$ cat src/rtl/pos_pi_controller.sv
// Sequential sign-magnitude proportional pose controller with dwell-qualified goal detection.
// Optional integral path enabled by defining POS_PI_CONTROLLER_INTEGRAL_EN.
module pos_pi_controller #(
  parameter int                 N_WIDTH    = 17,
  parameter int                 Q_WIDTH    = 8,
  parameter logic [N_WIDTH-1:0] KP         = 17'h00080,
  parameter logic [N_WIDTH-1:0] VMAX       = 17'h00100,
  parameter logic [N_WIDTH-1:0] TOL_XY     = 17'h00010,
  parameter logic [N_WIDTH-1:0] TOL_TH     = 17'h00010,
  parameter int                 GOAL_DWELL = 3
) (
  input  logic               POS_PI_CONTROLLER_CLOCK_50,
  input  logic               POS_PI_CONTROLLER_RESET_InLow,
  input  logic               POS_PI_CONTROLLER_START_InHigh,
  input  logic [N_WIDTH-1:0] POS_PI_CONTROLLER_TARGETX_InBus,
  input  logic [N_WIDTH-1:0] POS_PI_CONTROLLER_TARGETY_InBus,
  input  logic [N_WIDTH-1:0] POS_PI_CONTROLLER_TARGETTHETA_InBus,
  input  logic [N_WIDTH-1:0] POS_PI_CONTROLLER_CURRENTX_InBus,
  input  logic [N_WIDTH-1:0] POS_PI_CONTROLLER_CURRENTY_InBus,
  input  logic [N_WIDTH-1:0] POS_PI_CONTROLLER_CURRENTTHETA_InBus,
  output logic               POS_PI_CONTROLLER_BUSY_OutHigh,
  output logic               POS_PI_CONTROLLER_DONE_OutHigh,
  output logic               POS_PI_CONTROLLER_GOAL_OutLow,
  output logic [N_WIDTH-1:0] POS_PI_CONTROLLER_ERROR_X_OutBus,
  output logic [N_WIDTH-1:0] POS_PI_CONTROLLER_ERROR_Y_OutBus,
  output logic [N_WIDTH-1:0] POS_PI_CONTROLLER_VX_OutBus,
  output logic [N_WIDTH-1:0] POS_PI_CONTROLLER_VY_OutBus,
  output logic [N_WIDTH-1:0] POS_PI_CONTROLLER_WZ_OutBus
);

  localparam int         MSB   = N_WIDTH - 1;
  localparam int         MAGW  = N_WIDTH - 1;
  localparam logic [7:0] DWELL = 8'(GOAL_DWELL);

  typedef logic [N_WIDTH-1:0] smWord;
  typedef logic [MAGW-1:0]    smMag;

  typedef enum logic [2:0] {
    IDLE,
    SUB,
    MUL,
    SAT,
`ifdef POS_PI_CONTROLLER_INTEGRAL_EN
    INTEG,
`endif
    UPD
  } stateT;

  logic  clk, rstN, start;
  stateT state, stateNext;
  smWord tgtX, tgtY, tgtTh, curX, curY, curTh;
  smWord errX, errY, errTh;
  smWord velX, velY, velZ;
  smWord errXOut, errYOut, vxOut, vyOut, wzOut;
  logic  doneReg, busy, inTol, goalNext;
  logic [7:0] dwellCnt, dwellNext;

  assign clk   = POS_PI_CONTROLLER_CLOCK_50;
  assign rstN  = POS_PI_CONTROLLER_RESET_InLow;
  assign start = POS_PI_CONTROLLER_START_InHigh;

  // Magnitudes add when signs agree (clamping on carry), otherwise the larger one wins the sign.
  function automatic smWord smAdd(input smWord a, input smWord b);
    logic [N_WIDTH-1:0] sum;
    smMag mag;
    logic sgn;
    sum = {1'b0, a[MAGW-1:0]} + {1'b0, b[MAGW-1:0]};
    if (a[MSB] == b[MSB]) begin
      mag = sum[MSB] ? '1 : sum[MAGW-1:0];
      sgn = a[MSB];
    end else if (a[MAGW-1:0] >= b[MAGW-1:0]) begin
      mag = a[MAGW-1:0] - b[MAGW-1:0];
      sgn = a[MSB];
    end else begin
      mag = b[MAGW-1:0] - a[MAGW-1:0];
      sgn = b[MSB];
    end
    if (mag == '0) sgn = 1'b0;
    return {sgn, mag};
  endfunction

  function automatic smWord smNeg(input smWord a);
    return {~a[MSB], a[MAGW-1:0]};
  endfunction

  function automatic smWord smMul(input smWord e);
    logic [2*N_WIDTH-1:0] prod;
    smMag mag;
    prod = {{(N_WIDTH+1){1'b0}}, e[MAGW-1:0]} * {{(N_WIDTH+1){1'b0}}, KP[MAGW-1:0]};
    mag  = (|prod[2*N_WIDTH-1:MAGW+Q_WIDTH]) ? '1 : prod[MAGW-1+Q_WIDTH:Q_WIDTH];
    return {e[MSB] ^ KP[MSB], mag};
  endfunction

  function automatic smWord smSat(input smWord v);
    if (v[MAGW-1:0] > VMAX[MAGW-1:0]) return {v[MSB], VMAX[MAGW-1:0]};
    if (v[MAGW-1:0] == '0)            return '0;
    return v;
  endfunction

`ifdef POS_PI_CONTROLLER_INTEGRAL_EN
  smWord accX, accY, accZ, accXNext, accYNext, accZNext;

  // Arithmetic shift of a sign-magnitude word: shift the magnitude, keep the sign.
  function automatic smWord smShr4(input smWord a);
    return {a[MSB], a[MAGW-1:0] >> 4};
  endfunction

  assign accXNext = smSat(smAdd(accX, errX));
  assign accYNext = smSat(smAdd(accY, errY));
  assign accZNext = smSat(smAdd(accZ, errTh));
`endif

  assign inTol = (errX[MAGW-1:0]  <= TOL_XY[MAGW-1:0]) &&
                 (errY[MAGW-1:0]  <= TOL_XY[MAGW-1:0]) &&
                 (errTh[MAGW-1:0] <= TOL_TH[MAGW-1:0]);
  assign dwellNext = !inTol ? 8'd0 : (dwellCnt == DWELL) ? dwellCnt : dwellCnt + 8'd1;
  assign goalNext  = (dwellNext == DWELL);

  always_ff @(posedge clk or negedge rstN) begin
    // NOTE: sequential state always uses <= so every register sees pre-edge values.
    if (!rstN) state <= IDLE;
    else       state <= stateNext;
  end

  always_comb begin
    // NOTE: defaults first so no path through the case leaves a signal unassigned (no latch).
    stateNext = state;
    busy      = (state != IDLE);
    unique case (state)
      IDLE:  if (start) stateNext = SUB;
      SUB:   stateNext = MUL;
      MUL:   stateNext = SAT;
`ifdef POS_PI_CONTROLLER_INTEGRAL_EN
      SAT:   stateNext = INTEG;
      INTEG: stateNext = UPD;
`else
      SAT:   stateNext = UPD;
`endif
      UPD:   stateNext = IDLE;
      default: stateNext = IDLE;
    endcase
  end

  always_ff @(posedge clk or negedge rstN) begin
    // NOTE: pipeline registers are reset as well, so an aborted computation leaves nothing behind.
    if (!rstN) begin
      {tgtX, tgtY, tgtTh, curX, curY, curTh} <= '0;
      {errX, errY, errTh, velX, velY, velZ}   <= '0;
      {errXOut, errYOut, vxOut, vyOut, wzOut} <= '0;
      dwellCnt <= '0;
      doneReg  <= 1'b0;
`ifdef POS_PI_CONTROLLER_INTEGRAL_EN
      {accX, accY, accZ} <= '0;
`endif
    end else begin
      doneReg <= 1'b0;
      case (state)
        IDLE: if (start) begin
          tgtX  <= POS_PI_CONTROLLER_TARGETX_InBus;
          tgtY  <= POS_PI_CONTROLLER_TARGETY_InBus;
          tgtTh <= POS_PI_CONTROLLER_TARGETTHETA_InBus;
          curX  <= POS_PI_CONTROLLER_CURRENTX_InBus;
          curY  <= POS_PI_CONTROLLER_CURRENTY_InBus;
          curTh <= POS_PI_CONTROLLER_CURRENTTHETA_InBus;
        end
        SUB: begin
          errX  <= smAdd(tgtX,  smNeg(curX));
          errY  <= smAdd(tgtY,  smNeg(curY));
          errTh <= smAdd(tgtTh, smNeg(curTh));
        end
        MUL: begin
          velX <= smMul(errX);
          velY <= smMul(errY);
          velZ <= smMul(errTh);
        end
        SAT: begin
          velX <= smSat(velX);
          velY <= smSat(velY);
          velZ <= smSat(velZ);
        end
`ifdef POS_PI_CONTROLLER_INTEGRAL_EN
        INTEG: begin
          accX <= accXNext;
          accY <= accYNext;
          accZ <= accZNext;
          velX <= smSat(smAdd(velX, smShr4(accXNext)));
          velY <= smSat(smAdd(velY, smShr4(accYNext)));
          velZ <= smSat(smAdd(velZ, smShr4(accZNext)));
        end
`endif
        UPD: begin
          errXOut  <= errX;
          errYOut  <= errY;
          dwellCnt <= dwellNext;
          vxOut    <= goalNext ? '0 : velX;
          vyOut    <= goalNext ? '0 : velY;
          wzOut    <= goalNext ? '0 : velZ;
          doneReg  <= 1'b1;
`ifdef POS_PI_CONTROLLER_INTEGRAL_EN
          if (goalNext) {accX, accY, accZ} <= '0;
`endif
        end
        default: ;
      endcase
    end
  end

  assign POS_PI_CONTROLLER_BUSY_OutHigh    = busy;
  assign POS_PI_CONTROLLER_DONE_OutHigh    = doneReg;
  assign POS_PI_CONTROLLER_GOAL_OutLow     = (dwellCnt != DWELL);
  assign POS_PI_CONTROLLER_ERROR_X_OutBus  = errXOut;
  assign POS_PI_CONTROLLER_ERROR_Y_OutBus  = errYOut;
  assign POS_PI_CONTROLLER_VX_OutBus       = vxOut;
  assign POS_PI_CONTROLLER_VY_OutBus       = vyOut;
  assign POS_PI_CONTROLLER_WZ_OutBus       = wzOut;

endmodule

$ cat config.mk
export PLATFORM = sky130hd
export DESIGN_NAME = pos_pi_controller
export DESIGN_NICKNAME = d
export VERILOG_FILES = /design/src/rtl/pos_pi_controller.sv
export SDC_FILE = /design/constraint.sdc
export NUM_CORES = 1
export LEC_CHECK = 0
export CAP_MARGIN = 10
export CORE_UTILIZATION = 52
export DETAILED_ROUTE_END_ITERATION = 12
export GPL_ROUTABILITY_DRIVEN = 1
export GPL_TIMING_DRIVEN = 0
export PLACE_DENSITY = 0.87
export SLEW_MARGIN = 15
export SYNTH_ARGS = -nofsm -noshare
export SYNTH_HDL_FRONTEND = slang
export SYNTH_SLANG_ARGS = --single-unit
$ cat constraint.sdc
create_clock -name POS_PI_CONTROLLER_CLOCK_50 -period 3.3 [get_ports POS_PI_CONTROLLER_CLOCK_50]
set_input_delay 0.825 -clock POS_PI_CONTROLLER_CLOCK_50 [delete_from_list [all_inputs] [get_ports POS_PI_CONTROLLER_CLOCK_50]]
set_output_delay 0.825 -clock POS_PI_CONTROLLER_CLOCK_50 [all_outputs]
set_load 0.005 [all_outputs]
# [Word-level counts from Yosys, hierarchy flattened]
# Index checks and enable logic that the tools add are counted.
[totals] ramBits=0 memories=0 output_inout_bits=88 latch_bits=0 inputBits=105 register_bits=301 mem_bits_ro=0 word_cells=130
[op_classes] shifts=0 add_sub_neg=10 n_bitwise=3 mux=59 order_cmp=9 n_eq_ne=14 n_mul=0 div_mod_pow=0 n_reduce_logical=15
[ops] operator="17-bit two-way mux" count=15
[ops] operator="16-bit two-way mux" count=12
[ops] operator="17-bit one-hot mux with 2 select lines" count=3
[ops] operator="16-bit zero test" count=6
[ops] operator="16-bit subtractor" count=6
[ops] operator="16-bit by 16-bit adder with 17-bit output" count=3
[ops] operator="16-bit >= comparator" count=3
[ops] operator="16-bit by 9-bit greater-than comparator with 1-bit output (second input constant)" count=3
[ops] operator="16-bit by 5-bit less-or-equal comparator with 1-bit output (second input constant)" count=3
[ops] operator="1-bit two-way mux" count=25
[ops] operator="8-bit by 2-bit == test with 1-bit output (second input constant)" count=2
[ops] operator="8-bit two-way mux" count=2
[ops] operator="3-bit one-hot mux with 4 select lines" count=1
[ops] operator="3-bit inequality test (second input constant)" count=3
[ops] operator="8-bit by 1-bit adder with 8-bit output (second input constant)" count=1
[ops] operator="8-bit by 2-bit inequality test with 1-bit output (second input constant)" count=1
[ops] operator="2-bit AND reduction" count=4
[ops] operator="3-bit by 2-bit == test with 1-bit output (second input constant)" count=2
[ops] operator="1-bit == test" count=3
[ops] operator="3-bit by 1-bit == test with 1-bit output (second input constant)" count=1
[ops] operator="3-bit == test (second input constant)" count=1
[ops] operator="3-bit zero test" count=1
[ops] operator="3-bit two-way mux" count=1
[ops] operator="1-bit inverter" count=3
[ops] operator="4 further kinds" count=5

# [Depth between registers and ports, before layout]
[depth] depth_word=8 mapped_depth=17

# [Worst setup path before layout]
# Ideal clock, no wire load.
[synth_path] path_kind="register to register" start="register tgtTh[13]" end="register errTh[16]" t_required_ns=3.169 path_slack_ns=-0.273 stages_incl_launch_ff=14 t_arrival_ns=3.442 setup_time_ns=0.131 synth_period_minus_slack_ns=3.573 cell_sequence="dfrtp_1 -> inv_1 -> ha_1 -> a21o_1 -> a21o_1 -> a2111oi_4 -> o21ai_4 -> nand2_4 -> mux2_1 -> o22ai_1 -> or3b_1 -> or4b_1 -> nor4_1 -> a31oi_1"
[synth_via] elab_chain_cells=6 word_cells_on_any_way=12 cone_classes="add/sub (3); order compare (1); mux (7); reduce/logical (1)"
[synth_lines] item="start: declaration" line="51" text="smWord tgtX, tgtY, tgtTh, curX, curY, curTh;"
[synth_lines] item="start signal: assignment" line="161" text="tgtTh <= POS_PI_CONTROLLER_TARGETTHETA_InBus;"
[synth_lines] item="16-bit by 16-bit adder with 17-bit output (tied with other cells)" line="67" text="sum = {1'b0, a[MAGW-1:0]} + {1'b0, b[MAGW-1:0]};"
[synth_lines] item="16-bit two-way mux (on tied branches)" line="69, 71"
[synth_lines] item="16-bit two-way mux" line="68" text="if (a[MSB] == b[MSB]) begin"
[synth_lines] item="16-bit two-way mux" line="157" text="case (state)"
[synth_lines] item="16-bit zero test" line="78" text="if (mag == '0) sgn = 1'b0;"
[synth_lines] item="1-bit two-way mux *" line="78"
[synth_lines] item="end signal: assignment" line="169" text="errTh <= smAdd(tgtTh, smNeg(curTh));"
[synth_lines] item="end: declaration" line="52" text="smWord errX, errY, errTh;"
# Mark *: on every way between the ends. The rest lies on a longest branch, timed or not. The select of a mux whose other input is x is not followed.
# A chain may end at the register's enable or synchronous reset.

# [Final worst setup path]
[layout_path] start="register tgtTh[2]" end="register errTh[16]"
# Same word-level chain as after synthesis.

==> impl_metrics.ini <==
[outcome]
run_status = finished, violations left
failed_checks = setup timing

[critical_path]
crit_fanout = 10
cp_common_cell = buf_6
path_cells = inv_1 > ha_1 > buf_6 > nand4_1 > nor3_4 > a2111oi_4 > o21ai_4 > buf_6 > nand3_2 > a32oi_1 > o2bb2ai_2 > or3b_4 > or4b_4 > nor4_4 > a31oi_1
slowest_delay_ns = 0.50
slowest_stage = or4b_4
crit_family = simple AND/OR/NAND/NOR gates
worst-setup-path-type = flop to flop
required_ns = 3.72
start_kind = flop
cp-end-kind = flop
crit_arrival_ns = 4.06
critPathBufInv = 3

[sta]
fin_crit_ns = 3.649
clock_skew_ns = 0.02184
worst_slack_ns = -0.3490
finalHoldViolations = 0
setup_violations = 5
holdWs_ns = 0.2696
rsz0062_at_grt = yes
timing.fmax_mhz = 274.1
slew_headroom_pct = 18.81
tightestPinTransition_ns = 1.215
slew_viol_final = 0
fin_crit_sh_pct = 110.6

[global_routing]
grt_pass1_wl_um = 93270
grt_max_degree = 113
first_global_vias = 17105
antenna_found_initial = 0
overflow = 0
grt_use_total_pct = 32.40

[route]
vias = 17726
post_drt_wl_per_cell_um = 20.97
drc = 0
ant_nets = 0
drtIter0Drc = 1877
drt_first_pass_iters = 6
drt-total-wl_um = 59890
viasPerCell = 6.207

[placed_design]
dp_hpwl_um = 43850
globalplace.congestion = 0.9771
placed_cell_area_mm2 = 0.02111
portBuffers = 189

[yosys]
ys_seq_elements = 295
synth_area_per_cell_um2 = 8.870
syn_area_mm2 = 0.01856
synth-compound-area-share_pct = 24.14
syn-instance-count = 2092
synth-async-reset-ratio_pct = 100.0
synth.mux.area_fraction_pct = 2.751
yosys_warnings = 0
synth_top_family_by_area = compound AO/OA/AOI/OAI gates
yosysUniqueCellTypes = 96
ys_seq_area_share_pct = 39.78
synthFlopType = dfrtp_1
synth-simple-area-share_pct = 15.46
synth_xor_area_share_pct = 0.9912
synth_adder_area_share_pct = 11.15
synth_edf_count = 0

[floorplan]
die_w_um = 190.9
initial_core_util_pct = 53.33
coreArea_mm2 = 0.03480
die_y_um = 190.9
rows = 68
die_area_mm2 = 0.03644
num_io_pins = 193

[finish]
area_growth_syn_to_layout_pct = 27.66
n_fill_cell = 2692
final_common_cell = nand2_1
fin_util_pct = 68.08
multiInputGateArea_mm2 = 0.01097
final_cell_mix = 326 x nand2_1, 291 x dfrtp_1, 188 x clkdlybuf4s50_1
regArea_mm2 = 0.007387
drive_above_1_share_pct = 14.95
final_area_mm2 = 0.02369
layout.nets = 2641
n_antenna_cell = 0

[clocking]
insertion_delay_ns = 0.56
cts.sinks = 295
htreeDepth = 2
cts.clk_slew.worst_paths_ns = 0.06
cts_tree = yes
ctsHoldBuffers = 0
cts_buffers = 34
ctsLongestPathBuffers = 3
clockRootBuffer = clkbuf_16

[worst_hold_path]
hp-class = input pin to async pin

[job]
maxCapViolCount = 0
## logic make-up after synthesis
family	after synthesis
and+or+nand+nor	638
buffers and inverters	263
muxes	48
xor gates and xnor gates	21
other	1
adders and majority gates	160
DFF	295
AOI/OAI and AO/OA	666
## routing by layer
metal  vias to the layer above  routed length, um  track usage (%)
li1                       8005                  -                -
met1                      8684              24780            44.18
met2                       901              27700            51.81
met3                       136               5010            4.571
met4                         0               2397            13.11
met5                         -                  0                0
## repair_timing
action,4_1_cts,5_1_grt
cloned,0,2
pin swaps,25,36
endpoints found under the hold margin,0,0
resized for setup,131,123
setup endpoints to repair,35,30
buffers inserted,35,24
## synth_stat cells, drive strengths merged (6+ instances only)
library cell,number,area share [%]
nand3,36,1.0
o211ai,12,0.49
o41ai,7,0.33
nor2,116,2.3
a31oi,22,0.74
or4,7,0.28
xor2,9,0.42
nand2b,18,0.61
a21oi,132,3.6
a221oi,19,0.90
o221ai,7,0.33
nand2,328,6.7
and2,8,0.27
or3,12,0.41
mux2,24,1.5
or2,6,0.20
o21bai,13,0.53
a22o,94,4.4
dfrtp,295,40
a221o,10,0.54
a211oi,16,0.74
buf,38,1.2
and3,10,0.34
nor3,30,0.84
nand4,15,0.57
mux2i,24,1.3
o21a,10,0.44
a21o,26,1.1
nor2b,14,0.47
a2bb2oi,6,0.28
o22ai,13,0.44
inv,146,3.0
o21ai,205,5.6
clkbuf,78,1.6
ha,151,10
xnor2,12,0.57
fa,9,0.97
nor4,23,0.78
o31ai,18,0.73
## cell type report
cell class	count	share of cell area, %
buffer	110	2.577
clock buffer	47	4.220
clock inverter	14	0.6443
inverter	147	2.371
multi-input combinational	1536	46.29
sequential	295	31.18
tap	455	2.403
timing repair buffer	252	10.31
## flip-flops by register name, indices dropped and copies added (netlist names), 3 cells and up
| register | count |
|---|---|
| tgtTh | 17 |
| state | 3 |
| curY | 17 |
| errY | 17 |
| velZ | 16 |
| tgtY | 17 |
| POS_PI_CONTROLLER_WZ_OutBus | 16 |
| POS_PI_CONTROLLER_VX_OutBus | 16 |
| POS_PI_CONTROLLER_ERROR_Y_OutBus | 17 |
| curX | 17 |
| tgtX | 17 |
| errX | 17 |
| velX | 16 |
| POS_PI_CONTROLLER_VY_OutBus | 16 |
| errTh | 17 |
| dwellCnt | 8 |
| curTh | 17 |
| POS_PI_CONTROLLER_ERROR_X_OutBus | 17 |
| velY | 16 |
## worst paths after layout
check,from,end,slack [ns],depth (start not counted)
setup reg to reg,tgtTh[2]$_DFFE_PN0P_,errTh[16]$_DFFE_PN0P_,-0.35,15
setup / recovery,tgtTh[2]$_DFFE_PN0P_,errTh[16]$_DFFE_PN0P_,-0.35,15
max in group asynchronous,POS_PI_CONTROLLER_RESET_InLow,curX[1]$_DFFE_PN0P_,2.03,2
hold / removal,POS_PI_CONTROLLER_RESET_InLow,curY[2]$_DFFE_PN0P_,0.27,1
min in group POS_PI_CONTROLLER_CLOCK_50,POS_PI_CONTROLLER_ERROR_Y_OutBus[4]$_DFFE_PN0P_,POS_PI_CONTROLLER_ERROR_Y_OutBus[4]$_DFFE_PN0P_,0.48,2
hold reg to reg,POS_PI_CONTROLLER_ERROR_Y_OutBus[4]$_DFFE_PN0P_,POS_PI_CONTROLLER_ERROR_Y_OutBus[4]$_DFFE_PN0P_,0.48,2
## metrics by stage
| stage | std cells | TNS, ns | worst slack [ns] |
|---|---|---|---|
| global placement | 2738 | -3164.05 | -11.73 |
| finish | 2856 | -0.8293 | -0.3490 |
| CTS | 2831 | -0.6116 | -0.3055 |
| floorplan | 2094 | -0.04972 | -0.04972 |
| global route | 2856 | -1.601 | -0.4597 |
| detailed placement | 2740 | -26.81 | -0.8719 |
Power is left out: the tool's default activity adds up to more than one toggle a clock period on the data nets, which glitch-free logic cannot reach.
